$ cat src/rtl/restoration_pipe.sv
// restoration_pipe: 3-stage dehaze restoration J = A + ((I-A)*t_inv >> FRAC), clamped.
// Ports: clk/rst_n, in_valid/in_ready/sof/mono/t_inv/pix_in/a_in -> out_valid/out_ready/pix_out/out_sof/sat_cnt.
module restoration_pipe #(
  parameter int PIX_W = 8,
  parameter int T_W   = 12,
  parameter int FRAC  = 3,
  parameter int NCH   = 3,
  parameter int CNT_W = 16
) (
  input  logic               clk,
  input  logic               rst_n,
  input  logic               in_valid,
  output logic               in_ready,
  input  logic               sof,
  input  logic               mono,
  input  logic [T_W-1:0]     t_inv,
  input  logic [NCH*PIX_W-1:0] pix_in,
  input  logic [NCH*PIX_W-1:0] a_in,
  output logic               out_valid,
  input  logic               out_ready,
  output logic [NCH*PIX_W-1:0] pix_out,
  output logic               out_sof,
  output logic [CNT_W-1:0]   sat_cnt
);

  localparam int DW = PIX_W + 1;
  localparam int PW = PIX_W + T_W + 1;
  localparam int SW = PW + 1;
  localparam logic [PIX_W-1:0] PMAX = '1;
  localparam logic [CNT_W:0] ONE = {{CNT_W{1'b0}}, 1'b1};

  // S1
  logic                    s1_v_q, s1_v_d;
  logic                    s1_sof_q, s1_sof_d;
  logic [T_W-1:0]          s1_t_q, s1_t_d;
  logic signed [DW-1:0]    s1_diff_q [NCH];
  logic signed [DW-1:0]    s1_diff_d [NCH];
  logic [PIX_W-1:0]        s1_a_q [NCH];
  logic [PIX_W-1:0]        s1_a_d [NCH];
  // S2
  logic                    s2_v_q, s2_v_d;
  logic                    s2_sof_q, s2_sof_d;
  logic signed [PW-1:0]    s2_prod_q [NCH];
  logic signed [PW-1:0]    s2_prod_d [NCH];
  logic [PIX_W-1:0]        s2_a_q [NCH];
  logic [PIX_W-1:0]        s2_a_d [NCH];
  // S3 / output register
  logic                    out_v_q, out_v_d;
  logic                    out_sof_q, out_sof_d;
  logic [NCH*PIX_W-1:0]    pix_q, pix_d;
  logic [CNT_W-1:0]        sat_q, sat_d;

  logic                    adv;
  logic [PIX_W-1:0]        a_sel [NCH];
  logic signed [PW-1:0]    prod_w [NCH];
  logic signed [SW-1:0]    sum_w [NCH];
  logic [NCH*PIX_W-1:0]    clamp_w;
  logic [CNT_W:0]          nsat;
  logic [CNT_W:0]          cnt_sum;

  // Global stall: everything freezes while the output is held.
  assign adv       = ~(out_v_q & ~out_ready);
  assign in_ready  = adv;
  assign out_valid = out_v_q;
  assign out_sof   = out_sof_q;
  assign pix_out   = pix_q;
  assign sat_cnt   = sat_q;

  always_comb begin
    nsat    = '0;
    clamp_w = '0;
    for (int c = 0; c < NCH; c++) begin
      a_sel[c]  = mono ? a_in[PIX_W-1:0] : a_in[c*PIX_W +: PIX_W];
      prod_w[c] = (PW'(s1_diff_q[c]) * $signed(PW'(s1_t_q))) >>> FRAC;
      sum_w[c]  = SW'(s2_prod_q[c]) + $signed(SW'(s2_a_q[c]));
      if (sum_w[c] < 0) begin
        clamp_w[c*PIX_W +: PIX_W] = '0;
        nsat = nsat + ONE;
      end else if (sum_w[c] > $signed(SW'(PMAX))) begin
        clamp_w[c*PIX_W +: PIX_W] = PMAX;
        nsat = nsat + ONE;
      end else begin
        clamp_w[c*PIX_W +: PIX_W] = sum_w[c][PIX_W-1:0];
      end
    end
    cnt_sum = {1'b0, sat_q} + nsat;
  end

  always_comb begin
    s1_v_d    = s1_v_q;
    s1_sof_d  = s1_sof_q;
    s1_t_d    = s1_t_q;
    s1_diff_d = s1_diff_q;
    s1_a_d    = s1_a_q;
    s2_v_d    = s2_v_q;
    s2_sof_d  = s2_sof_q;
    s2_prod_d = s2_prod_q;
    s2_a_d    = s2_a_q;
    out_v_d   = out_v_q;
    out_sof_d = out_sof_q;
    pix_d     = pix_q;
    sat_d     = sat_q;
    if (adv) begin
      s1_v_d   = in_valid;
      s1_sof_d = in_valid & sof;
      s1_t_d   = t_inv;
      for (int c = 0; c < NCH; c++) begin
        s1_a_d[c]    = a_sel[c];
        s1_diff_d[c] = $signed({1'b0, pix_in[c*PIX_W +: PIX_W]})
                     - $signed({1'b0, a_sel[c]});
      end
      s2_v_d    = s1_v_q;
      s2_sof_d  = s1_sof_q;
      s2_prod_d = prod_w;
      s2_a_d    = s1_a_q;
      out_v_d   = s2_v_q;
      out_sof_d = s2_v_q & s2_sof_q;
      if (s2_v_q) begin
        pix_d = clamp_w;
        // sof restarts the count; otherwise accumulate and stick at max.
        if (s2_sof_q) sat_d = nsat[CNT_W-1:0];
        else if (cnt_sum[CNT_W]) sat_d = '1;
        else sat_d = cnt_sum[CNT_W-1:0];
      end
    end
  end

  always_ff @(posedge clk) begin
    if (!rst_n) begin
      s1_v_q    <= 1'b0;
      s1_sof_q  <= 1'b0;
      s1_t_q    <= '0;
      s2_v_q    <= 1'b0;
      s2_sof_q  <= 1'b0;
      out_v_q   <= 1'b0;
      out_sof_q <= 1'b0;
      pix_q     <= '0;
      sat_q     <= '0;
      for (int c = 0; c < NCH; c++) begin
        s1_diff_q[c] <= '0;
        s1_a_q[c]    <= '0;
        s2_prod_q[c] <= '0;
        s2_a_q[c]    <= '0;
      end
    end else begin
      s1_v_q    <= s1_v_d;
      s1_sof_q  <= s1_sof_d;
      s1_t_q    <= s1_t_d;
      s1_diff_q <= s1_diff_d;
      s1_a_q    <= s1_a_d;
      s2_v_q    <= s2_v_d;
      s2_sof_q  <= s2_sof_d;
      s2_prod_q <= s2_prod_d;
      s2_a_q    <= s2_a_d;
      out_v_q   <= out_v_d;
      out_sof_q <= out_sof_d;
      pix_q     <= pix_d;
      sat_q     <= sat_d;
    end
  end

endmodule

$ cat config.mk
export PLATFORM = sky130hd
export DESIGN_NAME = restoration_pipe
export DESIGN_NICKNAME = d
export VERILOG_FILES = /design/src/rtl/restoration_pipe.sv
export SDC_FILE = /design/constraint.sdc
export NUM_CORES = 1
export LEC_CHECK = 0
export ABC_AREA = 1
export BUFFER_PORTS_ARGS = -buffer_cell sky130_fd_sc_hd__buf_2
export CORE_ASPECT_RATIO = 0.8
export CORE_MARGIN = 2
export CORE_UTILIZATION = 56
export DETAILED_ROUTE_END_ITERATION = 16
export PLACE_DENSITY = 0.79
export SETUP_SLACK_MARGIN = 0.15
export SYNTH_ARGS = -nofsm -noshare
export SYNTH_HDL_FRONTEND = slang
export SYNTH_SLANG_ARGS = --single-unit
$ cat constraint.sdc
create_clock -name clk -period 6.1 [get_ports clk]
set_input_delay 0.61 -clock clk [delete_from_list [all_inputs] [get_ports clk]]
set_output_delay 0.61 -clock clk [all_outputs]
set_load 0.1 [all_outputs]
* After elaboration in Yosys (flattened, before gate mapping)
Index checks and enable logic that the tools add are counted. Widths: inputs -> output; s select.
Word-level totals: flip-flop bits (word level) 187, input bits 66, output and inout bits 43, word-level logic and storage cells 61
Operators by class: add/sub/neg operators 9, multipliers 3, $lt $le $gt $ge 6, muxes and demuxes 16, bitwise operators 5, reductions and logical operators 1
Operator list (count):
- $mux 17 | 5
- $mux 8 | 8
- $mul 9x13->21 | 3
- $add 18x9->19 | 3
- $gt 19x9->1 const B | 3
- $lt 19x1->1 const B | 3
- $add 17x1->17 const B | 2
- $mux 16 | 2
- $sub 8x8->9 | 3
- $add 16x17->17 | 1
- $and 1x1->1 | 3
- $not 1->1 | 2
- $reduce_and 2->1 | 1
- $mux 1 | 1

* Logic depth before layout (Yosys ltp)
Gate-level depths: netlist of the first run.
depth after elaboration 13, mapped depth 37, depth with buffers taken out 37

* Least setup slack after synthesis of the first run
OpenSTA, ideal clock, no wires.
kind reg2reg, start point reg s1_t_q[2], end point reg s2_prod_q[54] in the netlist's numbering, arrival 5029 ps, data required time 5990 ps, setup slack 961 ps, cell stages (with the launch flop) 22, path buffers 2, period minus slack after synthesis 5139 ps, cells stage by stage dfxtp_1 -> clkbuf_1 -> clkbuf_1 -> nand2_1 -> fa_1 -> fa_1 -> inv_1 -> fa_1 -> fa_1 -> fa_1 -> ha_1 -> a21oi_1 -> nand2_1 -> a21boi_0 -> o21ai_0 -> a21oi_1 -> o21bai_1 -> xor2_1 -> nand2_1 -> o21ai_0 -> nand2_1 -> inv_1
On the way: cells in the longest elaborated chain, start to end 1
Ends and longest elaborated chain:
- start: declaration | RTL line 35 | logic [T_W-1:0] s1_t_q, s1_t_d;
- start signal: assignment | RTL line 148 | s1_t_q <= s1_t_d;
- $mul 9x13->21 | RTL line 74 | prod_w[c] = (PW'(s1_diff_q[c]) * $signed(PW'(s1_t_q))) >>> FRAC;
- end signal: assignment | RTL line 153 | s2_prod_q <= s2_prod_d;
- end: declaration | RTL line 43 | logic signed [PW-1:0] s2_prod_q [NCH];
Every way passes these cells. A chain may end at the register's enable or synchronous reset.

* Worst setup path in the final report of the first run
start point reg s2_a_q[8] in the netlist's numbering, end point reg sat_q[0] (netlist: sat_cnt[0])
On the way: cells in the longest elaborated chain, start to end 10, elaborated cells between the ends (all ways) 11, classes of those cells add/sub: 3; order compare: 2; mux: 6
Ends and longest elaborated chain:
- start: declaration | RTL line 45 | logic [PIX_W-1:0] s2_a_q [NCH];
- start signal: indexed assignment | RTL line 143 | s2_a_q[c] <= '0;
- start signal: assignment | RTL line 154 | s2_a_q <= s2_a_d;
- $add 18x9->19 * | RTL line 75 | sum_w[c] = SW'(s2_prod_q[c]) + $signed(SW'(s2_a_q[c]));
- $gt 19x9->1 | RTL line 79 | end else if (sum_w[c] > $signed(SW'(PMAX))) begin
- $mux 17 | RTL line 79
- $mux 17 * | RTL line 76 | if (sum_w[c] < 0) begin
- $add 17x1->17 | RTL line 78, 81
- $mux 17 | RTL line 79
- $mux 17 * | RTL line 76
- $add 16x17->17 | RTL line 86 | cnt_sum = {1'b0, sat_q} + nsat;
- $mux 16 | RTL line 122 | else if (cnt_sum[CNT_W]) sat_d = '1;
- $mux 16 * | RTL line 121 | if (s2_sof_q) sat_d = nsat[CNT_W-1:0];
- end signal: assignment | RTL line 158 | sat_q <= sat_d;
- end: declaration | RTL line 51 | logic [CNT_W-1:0] sat_q, sat_d;
Mark *: on every way between the ends. The rest lies on a longest branch, timed or not.

==> impl_metrics.yaml, run 1 <==
pwr:
  clock_share_of_power_pct: 19.4
  comb_power_share_pct: 52.7
  seqPwrFrac_pct: 27.9
  power.static_leakage_nw: 12.8
  vdd.ir_drop.worst_uv: 219
  power.net_switching_w: 0.00283
  p_per_area_mw_per_mm2: 262
  internal_power_consumption_w: 0.00314
  power.switching_fraction_pct: 47.4
route:
  postRouteAntennaNets: 0
  drt_pre_antenna_iters: 6
  drt_iter0_drc: 1530
  route.final.wire_length_microns: 54900
  route.detailed.wl_per_inst_microns: 15.8
  routed_via_density: 5.43
  num_vias: 18900
  post_route_drc: 0
worst_setup_path:
  worstPathBufferInverterCount: 5
  timing.critical_path.to_type: "flip-flop"
  worst_ep_required_time_ps: 6500
  data_arrival_critical_path_ps: 5910
  critical-path-max-stage-delay_ps: 440
  regToRegEndpoint: "sat_cnt[0]"
  crit_path_most_repeated_cell: "nand2_1"
  critical_path.reg2reg.startpoint: "s2_a_q[8]"
  critical-path-top-delay-family: "simple AND/OR/NAND/NOR gates"
  register_to_register_setup_slack_ps: 580
  worstPathMaxFanout: 10
  worstSetupStartpointType: "flip-flop"
  timing_worst_setup_path_type: "reg -> reg"
  critical_path_s_slowest_cell: "fa_1"
  r2r_cells: 33
final_layout:
  layout-drive-gt1-share_pct: 7.66
  final_common_cell: "nand2_1"
  most-common-layout-cells: "nand2_1 (705), inv_1 (583), fa_1 (219)"
  flow.area_growth_from_synthesis_pct: 7.80
  layout.core_utilization_pct: 61.4
  fillCellCount: 3300
  num-nets-final: 3481
min_path:
  hold-path-endpoint: "s1_v_q"
  hold_path_startpoint: "in_valid"
  worst_hold_path_type: "in -> reg"
  hold_depth: 3
floorplan:
  dieWidth_microns: 221
  die-area_sq_mm: 0.0393
  design.core.area_sq_mm: 0.0371
  die_y_microns: 178
  ios: 109
  start_util_pct: 56.9
  floorplan.rows: 63
timing:
  unrepaired_setup_endpoints_after_global_routing: "no"
  final_period_minus_worst_setup_slack_ps: 5520
  setup_viol: 0
  worst_slew_pin_slew_ps: 1010
  setup_tns_ps: 0
  clock-skew-final_ps: 13.9
  final.period_utilization_pct: 90.4
  timing_max_transition_violations_final: 0
  hold_viol: 0
  highest_achievable_clock_rate_ghz: 0.181
  slew_headroom_pct: 32.5
placement:
  gp_congestion: 0.906
  hpwlAfterDp_microns: 44000
  port-buffer-count: 108
clock_network:
  clock_latency_ps: 460
  cts_num_sinks: 187
  clock_tree.buffer_depth: 2
  ctsHtreeMaxLevel: 4
  tritoncts: "done"
  hold_bufs_at_cts: 0
  clk_pin_slew_ps: 90
  cts_buffers: 17
  root_buffer: "clkbuf_16"
global_route:
  grt_pass1_vias: 18800
  grt_overall_usage_pct: 28.6
  antenna_found_initial: 5
  grt_overflow_total: 0
  grt_first_pass_wirelength_microns: 91300
  grt_start_max_net_pins: 91
yosys:
  syn-instance-count: 2937
  synth-seq-area-share_pct: 17.7
  avgSynthCellArea_sq_um: 7.20
  synth-main-ff-cell: "dfxtp_1"
  post-synth-top-area-fraction_pct: 20.8
  yosys_register_bits: 187
  ys_warn_count: 0
  post-synth-top-area-cell: "fa_1"
  synth.lib_cells_used.distinct: 50
  ys_top_cells_by_area: "fa_1 (21%), dfxtp_1 (18%), ha_1 (13%), nand2_1 (13%), inv_1 (10%)"
  syn-num-nets: 3441
  synth_async_sr_flop_share_pct: 0
  synth-edff-count: 0
  netlist_area_sq_mm: 0.0211
flow_run:
  drv_cap: 0
run_status:
  outcome: "finished clean"
==> worst register-to-register path: cells and delay by family (launching register included) <==
family                   cells  cell delay (ps)
AO/OA/AOI/OAI                4              470
AND/OR/NAND/NOR             19             2700
buffers and inverters        5              330
adder cells (fa/ha/maj)      5             1570
flip-flops                   1              380
==> metal layers <==
layer / vias to the layer above / global-route usage [%] / share of wire (%)
met4: 4 / 9.79 / 2.9
li1: 9117 / - / -
met2: 691 / 49.8 / 48
met5: - / 0 / 0.060
met3: 131 / 4.62 / 6.4
met1: 8937 / 36.4 / 43
==> registers in the layout, summed over array words and instances, names as in the netlist, 12 cells and up <==
signal	cells
s2_prod_q	54
s1_diff_q	27
pix_out	24
s1_a_q	24
s2_a_q	24
sat_cnt	16
s1_t_q	12
==> Yosys cell counts (4+ instances only) <==
| library cell | instances |
|---|---|
| nand3b_1 | 11 |
| ha_1 | 218 |
| xor2_1 | 46 |
| inv_2 | 8 |
| clkbuf_1 | 105 |
| a211oi_1 | 5 |
| a21o_1 | 7 |
| nand4_1 | 16 |
| o21bai_1 | 36 |
| a21oi_1 | 188 |
| inv_1 | 584 |
| nor2_1 | 176 |
| xnor2_1 | 36 |
| o211ai_1 | 16 |
| fa_1 | 220 |
| nand3_1 | 99 |
| buf_1 | 15 |
| dfxtp_1 | 187 |
| nor2_2 | 4 |
| nor3_1 | 11 |
| nand2_1 | 706 |
| nand2_2 | 12 |
| or2_2 | 5 |
| o21ai_0 | 178 |
==> area by class of cell <==
cell class / count / area (sq um) / share of cell area [%]
multi-input cells: 2034 / 14800 / 64.8
clock inverters: 15 / 199 / 0.873
well taps: 487 / 609 / 2.67
repair buffers: 142 / 798 / 3.50
inverters: 595 / 2240 / 9.84
flip-flops and latches: 187 / 3740 / 16.4
clock buffers: 17 / 425 / 1.87
diodes: 3 / 7.51 / 0.0330
==> power by group through the flow <==
stage	sequential (W)	clock, W	combinational (W)
3_3_place_gp	0.00168	0	0.00302
6_report	0.00167	0.00116	0.00315
2_1_floorplan	0.00167	0	0.00231
5_1_grt	0.00169	0.00122	0.00362
4_1_cts	0.00166	0.00117	0.00315
3_5_place_dp	0.00168	0	0.00310
==> logic make-up after synthesis <==
group / after synthesis / share of synthesized area, %
AO/OA/AOI/OAI: 448 / 11.6
XOR/XNOR: 82 / 3.40
adder cells (fa/ha/maj): 438 / 33.7
buffers and inverters: 716 / 12.7
flip-flops: 187 / 17.7
AND/OR/NAND/NOR: 1066 / 20.9
==> metrics by stage <==
| step | area, sq um | cells | hold WS, ps | setup slack, ps | total power, W |
|---|---|---|---|---|---|
| after floorplan | 21100 | 2937 | 442 | 961 | 0.00398 |
| after global placement | 22100 | 3443 | 450 | 653 | 0.00471 |
| after detailed placement | 22100 | 3443 | 456 | 448 | 0.00478 |
| after CTS | 22700 | 3475 | 391 | 407 | 0.00597 |
| after global routing | 22800 | 3478 | 408 | 75.1 | 0.00652 |
| final | 22800 | 3480 | 406 | 584 | 0.00597 |
==> repair_timing <==
| action | in CTS | in global routing |
|---|---|---|
| setup endpoints to repair | 0 | 16 |
| resized for setup | 0 | 13 |
| setup buffers | 0 | 2 |
==> worst max path at each step <==
| stage | startpoint | to | slack [ps] | depth (start not counted) |
|---|---|---|---|---|
| floorplan | s1_t_q[2] | s2_prod_q[54] | 960 | 21 |
| global placement | s2_prod_q[21] | sat_cnt[0] | 650 | 33 |
| detailed placement | s2_prod_q[21] | sat_cnt[0] | 450 | 36 |
| CTS | s2_prod_q[21] | sat_cnt[0] | 410 | 36 |
| global route | s2_a_q[8] | sat_cnt[0] | 80 | 36 |
| finish | s2_a_q[8] | sat_cnt[0] | 580 | 33 |
Note: power is estimated with default switching activity, not from simulation.
==> inputs of run 2 (changes only) <==
--- a/config.mk
+++ b/config.mk
@@ -12,6 +12,7 @@
 export CORE_UTILIZATION = 56
 export DETAILED_ROUTE_END_ITERATION = 16
 export PLACE_DENSITY = 0.79
+export RECOVER_POWER = 50
 export SETUP_SLACK_MARGIN = 0.15
 export SYNTH_ARGS = -nofsm -noshare
 export SYNTH_HDL_FRONTEND = slang
==> run 2 against run 1 <==
Effect of this change:
- the flow now finishes with violations (max-capacitance violations, max-slew violations)
- register-to-register slack got worse by 40 ps
- count of clock-buffer cells in the layout stayed put
- critical path depth did not move
- die area unchanged
- setup slack worse by 42 ps
- hold slack about the same
- combinational power barely moved
- sequential share of layout area hardly changed
- final cell count barely moved
- clock power is essentially flat
- largest cell class unchanged
==> impl_metrics.yaml, run 2 (same netlist as run 1, synthesis figures left out) <==
final_layout:
  max_flop_register: "s2_prod_q"
  fin_area_sq_mm: 0.0227
  seq_area_sq_mm: 0.00374
  layout-drive-gt1-share_pct: 6.15
  flow.area_growth_from_synthesis_pct: 7.50
  multiInputGateArea_sq_mm: 0.0148
  fillCellCount: 3336
  num-nets-final: 3481
  layout.core_utilization_pct: 61.2
  most-common-layout-cells: "nand2_1 (705), inv_1 (583), fa_1 (219)"
  reg.largest.list: "s2_prod_q (54), s1_diff_q (27)"
  largest_register_ffs: 54
  final_common_cell: "nand2_1"
worst_setup_path:
  worstSetupStartpointType: "flip-flop"
  critical_path.reg2reg.startpoint: "s2_a_q[8]"
  timing.critical_path.to_type: "flip-flop"
  worstPathMaxFanout: 10
  timing_worst_setup_path_type: "reg -> reg"
  worst_ep_required_time_ps: 6500
  data_arrival_critical_path_ps: 5950
  register_to_register_setup_slack_ps: 540
  critical-path-max-stage-delay_ps: 440
  r2r_cells: 33
  regToRegEndpoint: "sat_cnt[0]"
  critical_path_s_slowest_cell: "fa_1"
  crit_path_most_repeated_cell: "nand2_1"
route:
  num_vias: 18900
  route.final.wire_length_microns: 54900
  top_signal_layer_used: "met5"
  routed-wl-met2_microns: 26200
  met1_length_microns: 23700
  post_route_drc: 0
  route.detailed.wl_per_inst_microns: 15.8
  met3RoutedLength_microns: 3400
  drt_pre_antenna_iters: 5
  routed_via_density: 5.42
  drt_iter0_drc: 1554
  postRouteAntennaNets: 0
pwr:
  vdd.ir_drop.worst_uv: 219
  power.static_leakage_nw: 12.6
  p_per_area_mw_per_mm2: 263
  power_w: 0.00597
flow_run:
  drv_cap: 4
global_route:
  grt_overall_usage_pct: 28.6
  grt_overflow_total: 0
  grt_start_max_net_pins: 91
  antenna_found_initial: 5
  grt_first_pass_wirelength_microns: 91300
  grt_pass1_vias: 18800
clock_network:
  clk_pin_slew_ps: 90
  cts_num_sinks: 187
  tritoncts: "done"
  root_buffer: "clkbuf_16"
  ctsHtreeMaxLevel: 4
  clock_tree.buffer_depth: 2
  clock_latency_ps: 460
  cts_buffers: 17
floorplan:
  die_y_microns: 178
  ios: 109
  design.core.area_sq_mm: 0.0371
  start_util_pct: 56.9
  die-area_sq_mm: 0.0393
  dieWidth_microns: 221
  floorplan.rows: 63
timing:
  timing_max_transition_violations_final: 257
  hold_viol: 0
  final_period_minus_worst_setup_slack_ps: 5560
  unrepaired_setup_endpoints_after_global_routing: "no"
  final.period_utilization_pct: 91.1
  clock-skew-final_ps: 14.5
  setup_ws_final_ps: 542
  highest_achievable_clock_rate_ghz: 0.180
  setup_viol: 0
  slew_headroom_pct: -150
  setup_tns_ps: 0
  worst_slew_pin_slew_ps: 3750
placement:
  placed_cell_area_sq_mm: 0.0221
  port-buffer-count: 108
  gp_congestion: 0.906
  post-place-ws_ps: 448
  hpwlAfterDp_microns: 44000
min_path:
  hold_path_startpoint: "in_valid"
  hold-path-endpoint: "s1_v_q"
  worst_hold_path_type: "in -> reg"
  hold_depth: 3
run_status:
  violations: "max-capacitance violations, max-slew violations"
  outcome: "complete, but fails checks"
==> run 2: changes by cell type in the layout (fill, tap and decap cells not counted) <==
cell,previous run,this run
buf_2,107,65
buf_4,35,31
clkbuf_2,0,1
diode_2,3,4
clkbuf_1,0,45
==> run 2: metal layers <==
layer,global-route usage [%],up-vias
met4,9.79,2
met5,0,-
met1,36.4,8938
met2,49.8,683
met3,4.62,124
li1,-,9121
==> run 2: timing repair <==
| action | 4_1_cts | 5_1_grt |
|---|---|---|
| hold buffers | 0 | 0 |
| gates resized for setup | 0 | 13 |
| setup buffers | 0 | 2 |
| setup endpoints to repair | 0 | 16 |
==> run 2: report_power, final <==
group | internal [W] | switching [W] | leakage [nW]
combinational | 0.00117 | 0.00197 | 10.8
clock | 0.000561 | 0.000594 | 0.301
sequential | 0.00140 | 0.000262 | 1.54
total | 0.00314 | 0.00283 | 12.6
==> run 2: how the worst max path moves through the flow <==
stage | end | depth (start not counted) | start
after CTS | sat_cnt[0] | 36 | s2_prod_q[21]
after detailed placement | sat_cnt[0] | 36 | s2_prod_q[21]
after global routing | sat_cnt[0] | 36 | s2_a_q[8]
after floorplan | s2_prod_q[54] | 21 | s1_t_q[2]
final | sat_cnt[0] | 33 | s2_a_q[8]
after global placement | sat_cnt[0] | 33 | s2_prod_q[21]
==> run 2: layout make-up <==
cell class,instances,area share [%]
Clock buffer,17,1.87
Tap cell,487,2.68
Clock inverter,15,0.876
Sequential cell,187,16.5
Timing Repair Buffer,142,3.22
Antenna cell,4,0.0441
Inverter,595,9.86
Multi-Input combinational cell,2034,65.0
==> run 2: critical path, delay by kind of cell (launching register included) <==
kind,cells,cell delay (ps)
compound gates,4,530
flops,1,380
buf+inv,5,330
simple gates,19,2670
fa+ha+maj,5,1560
==> run 2: through the flow <==
stage,instances,hold slack [ps]
2_1_floorplan,2937,442
3_3_place_gp,3443,450
3_5_place_dp,3443,456
4_1_cts,3475,391
5_1_grt,3478,408
6_report,3481,406
==> inputs of run 3 (changes only) <==
--- a/config.mk
+++ b/config.mk
@@ -7,11 +7,13 @@
 export LEC_CHECK = 0
 export ABC_AREA = 1
 export BUFFER_PORTS_ARGS = -buffer_cell sky130_fd_sc_hd__buf_2
+export CELL_PAD_IN_SITES_DETAIL_PLACEMENT = 1
+export CELL_PAD_IN_SITES_GLOBAL_PLACEMENT = 2
 export CORE_ASPECT_RATIO = 0.8
-export CORE_MARGIN = 2
-export CORE_UTILIZATION = 56
+export CORE_MARGIN = 5
+export CORE_UTILIZATION = 37
 export DETAILED_ROUTE_END_ITERATION = 16
-export PLACE_DENSITY = 0.79
+export PLACE_DENSITY = 0.87
 export RECOVER_POWER = 50
 export SETUP_SLACK_MARGIN = 0.15
 export SYNTH_ARGS = -nofsm -noshare
==> run 3 against run 2 <==
Effect of this change:
- the flow still finishes with violations (max-capacitance violations, max-slew violations)
- clock power up 9%
- global-route usage fell by 6.9 points
- non-clock buffer count rose by 3
- final cell count grew 7.8%
- via count down 0.95%
- sequential cell count stayed put
- clock skew is 4.2 ps higher
- setup slack got worse by 45 ps
- final area rose by 1.7%
- count of clock-buffer cells in the layout up 1
- die area rose by 58%
- first-iteration DRC count decreased by 40%
- critical path type unchanged
- largest cell class unchanged
==> impl_metrics.yaml, run 3 (same netlist as run 1, synthesis figures left out) <==
worst_setup_path:
  worst_ep_required_time_ps: 6470
  critical-path-top-delay-family: "adder cells"
  worstPathMaxFanout: 14
  r2r_cells: 19
  crit_path_most_repeated_cell: "fa_1"
  timing_worst_setup_path_type: "reg -> reg"
  worst_path_cell_trace: "nand2_1 -> fa_1 -> fa_1 -> inv_1 -> fa_1 -> fa_1 -> fa_1 -> ha_1 -> a21oi_1 -> nand2_1 -> a21boi_0 -> o21ai_0 -> a21oi_1 -> o21bai_1 -> xor2_1 -> nand2_1 -> o21ai_0 -> nand2_1 -> inv_1"
  critical_path_s_slowest_cell: "dfxtp_1"
  timing.critical_path.depth: 19
  critical-path-max-stage-delay_ps: 820
  worstPathBufferInverterCount: 2
  worstSetupStartpointType: "flip-flop"
  data_arrival_critical_path_ps: 5970
  timing.critical_path.to_type: "flip-flop"
route:
  routed_via_density: 4.98
  post_route_drc: 0
  num_vias: 18700
  drt_iter0_drc: 929
  postRouteAntennaNets: 0
  route.final.wire_length_microns: 67200
  route.detailed.wl_per_inst_microns: 17.9
  drt_pre_antenna_iters: 5
clock_network:
  cts_buffers: 17
  ctsHtreeMaxLevel: 4
  tritoncts: "done"
  clock_tree.buffer_depth: 2
  root_buffer: "clkbuf_16"
  clk_pin_slew_ps: 90
  cts_num_sinks: 187
  clock_latency_ps: 480
timing:
  setup_tns_ps: 0
  final.period_utilization_pct: 91.9
  worst_slew_pin_slew_ps: 3000
  clock-skew-final_ps: 18.7
  setup_ws_final_ps: 497
  slew_headroom_pct: -99.9
  hold-worst-slack_ps: 416
  hold_viol: 0
  timing_max_transition_violations_final: 207
  setup_viol: 0
  unrepaired_setup_endpoints_after_global_routing: "no"
  highest_achievable_clock_rate_ghz: 0.178
  final_period_minus_worst_setup_slack_ps: 5600
global_route:
  antenna_found_initial: 4
  grt_overflow_total: 0
  grt_first_pass_wirelength_microns: 109000
  grt_start_max_net_pins: 86
  grt_overall_usage_pct: 21.8
  grt_pass1_vias: 20000
final_layout:
  num-nets-final: 3484
  seq_area_sq_mm: 0.00375
  layout-drive-gt1-share_pct: 6.35
  fillCellCount: 7225
  largest_register_ffs: 54
  fin_area_sq_mm: 0.0231
  final_common_cell: "nand2_1"
  flow.area_growth_from_synthesis_pct: 9.35
  max_flop_register: "s2_prod_q"
  multiInputGateArea_sq_mm: 0.0148
  most-common-layout-cells: "nand2_1 (704), inv_1 (582), fa_1 (219)"
  reg.largest.list: "s2_prod_q (54), s1_diff_q (27)"
  diode_insertion_count_for_antenna_repair: 0
run_status:
  violations: "max-capacitance violations, max-slew violations"
  outcome: "complete, but fails checks"
floorplan:
  die-area_sq_mm: 0.0620
  ios: 109
  floorplan.rows: 78
  die_y_microns: 224
  design.core.area_sq_mm: 0.0566
  dieWidth_microns: 277
  start_util_pct: 37.3
placement:
  post-place-ws_ps: 226
  gp_congestion: 0.857
  port-buffer-count: 108
  placed_cell_area_sq_mm: 0.0224
  hpwlAfterDp_microns: 54400
pwr:
  power.static_leakage_nw: 12.7
  p_per_area_mw_per_mm2: 270
  vdd.ir_drop.worst_uv: 157
flow_run:
  drv_cap: 3
min_path:
  worst_hold_path_type: "in -> reg"
  hold_depth: 3
## run 3: cell types whose count changed in the layout (fill, tap and decap cells not counted), moves of 2 or more
| cell | delta |
|---|---|
| clkinv_8 | -7 |
| clkinvlp_4 | +2 |
| buf_4 | +2 |
| nor3_2 | -2 |
| bufinv_16 | +3 |
| nor3_4 | +2 |
| diode_2 | -4 |
## run 3: where the power goes
| part | internal, W | switching [W] |
|---|---|---|
| combinational | 0.00119 | 0.00208 |
| clock | 0.000675 | 0.000598 |
| sequential | 0.00140 | 0.000288 |
## run 3: cell type report
cell class,count,share of cell area [%]
multi-input combinational,2034,63.9
sequential,187,16.2
inverter,595,9.70
tap,760,4.12
timing repair buffer,145,3.32
clock buffer,18,1.90
clock inverter,14,0.861
## run 3: timing repair
action                                  in CTS  in global routing
endpoints found under the setup margin       0                 16
setup buffers                                0                  4
hold buffers                                 0                  0
gates resized for setup                      0                 17
## run 3: final timing paths
path / endpoint / slack, ps / startpoint
max: s2_prod_q[54] / 500 / s1_t_q[5]
min: s1_v_q / 420 / in_valid
max reg2reg: s2_prod_q[54] / 500 / s1_t_q[5]
min reg2reg: s1_v_q / 470 / s1_v_q
## run 3: metal layers
layer	vias to the layer above	global-route usage (%)	wire length, microns
met2	268	37.1	32000
met5	-	0	11
met1	9254	29.9	31700
met3	58	3.17	2470
li1	9106	-	-
met4	2	4.18	1030
## run 3: tightest hold or removal path: stages
cell	delay, ps
buf_2	120
nand2_1	70
a21oi_1	50
## run 3: stage by stage
stage | instances | total power [W] | util (%)
after detailed placement | 3717 | 0.00500 | 39.6
after global routing | 3753 | 0.00682 | 40.8
final | 3753 | 0.00624 | 40.8
after global placement | 3717 | 0.00490 | 39.6
after CTS | 3749 | 0.00631 | 40.8
after floorplan | 2937 | 0.00398 | -
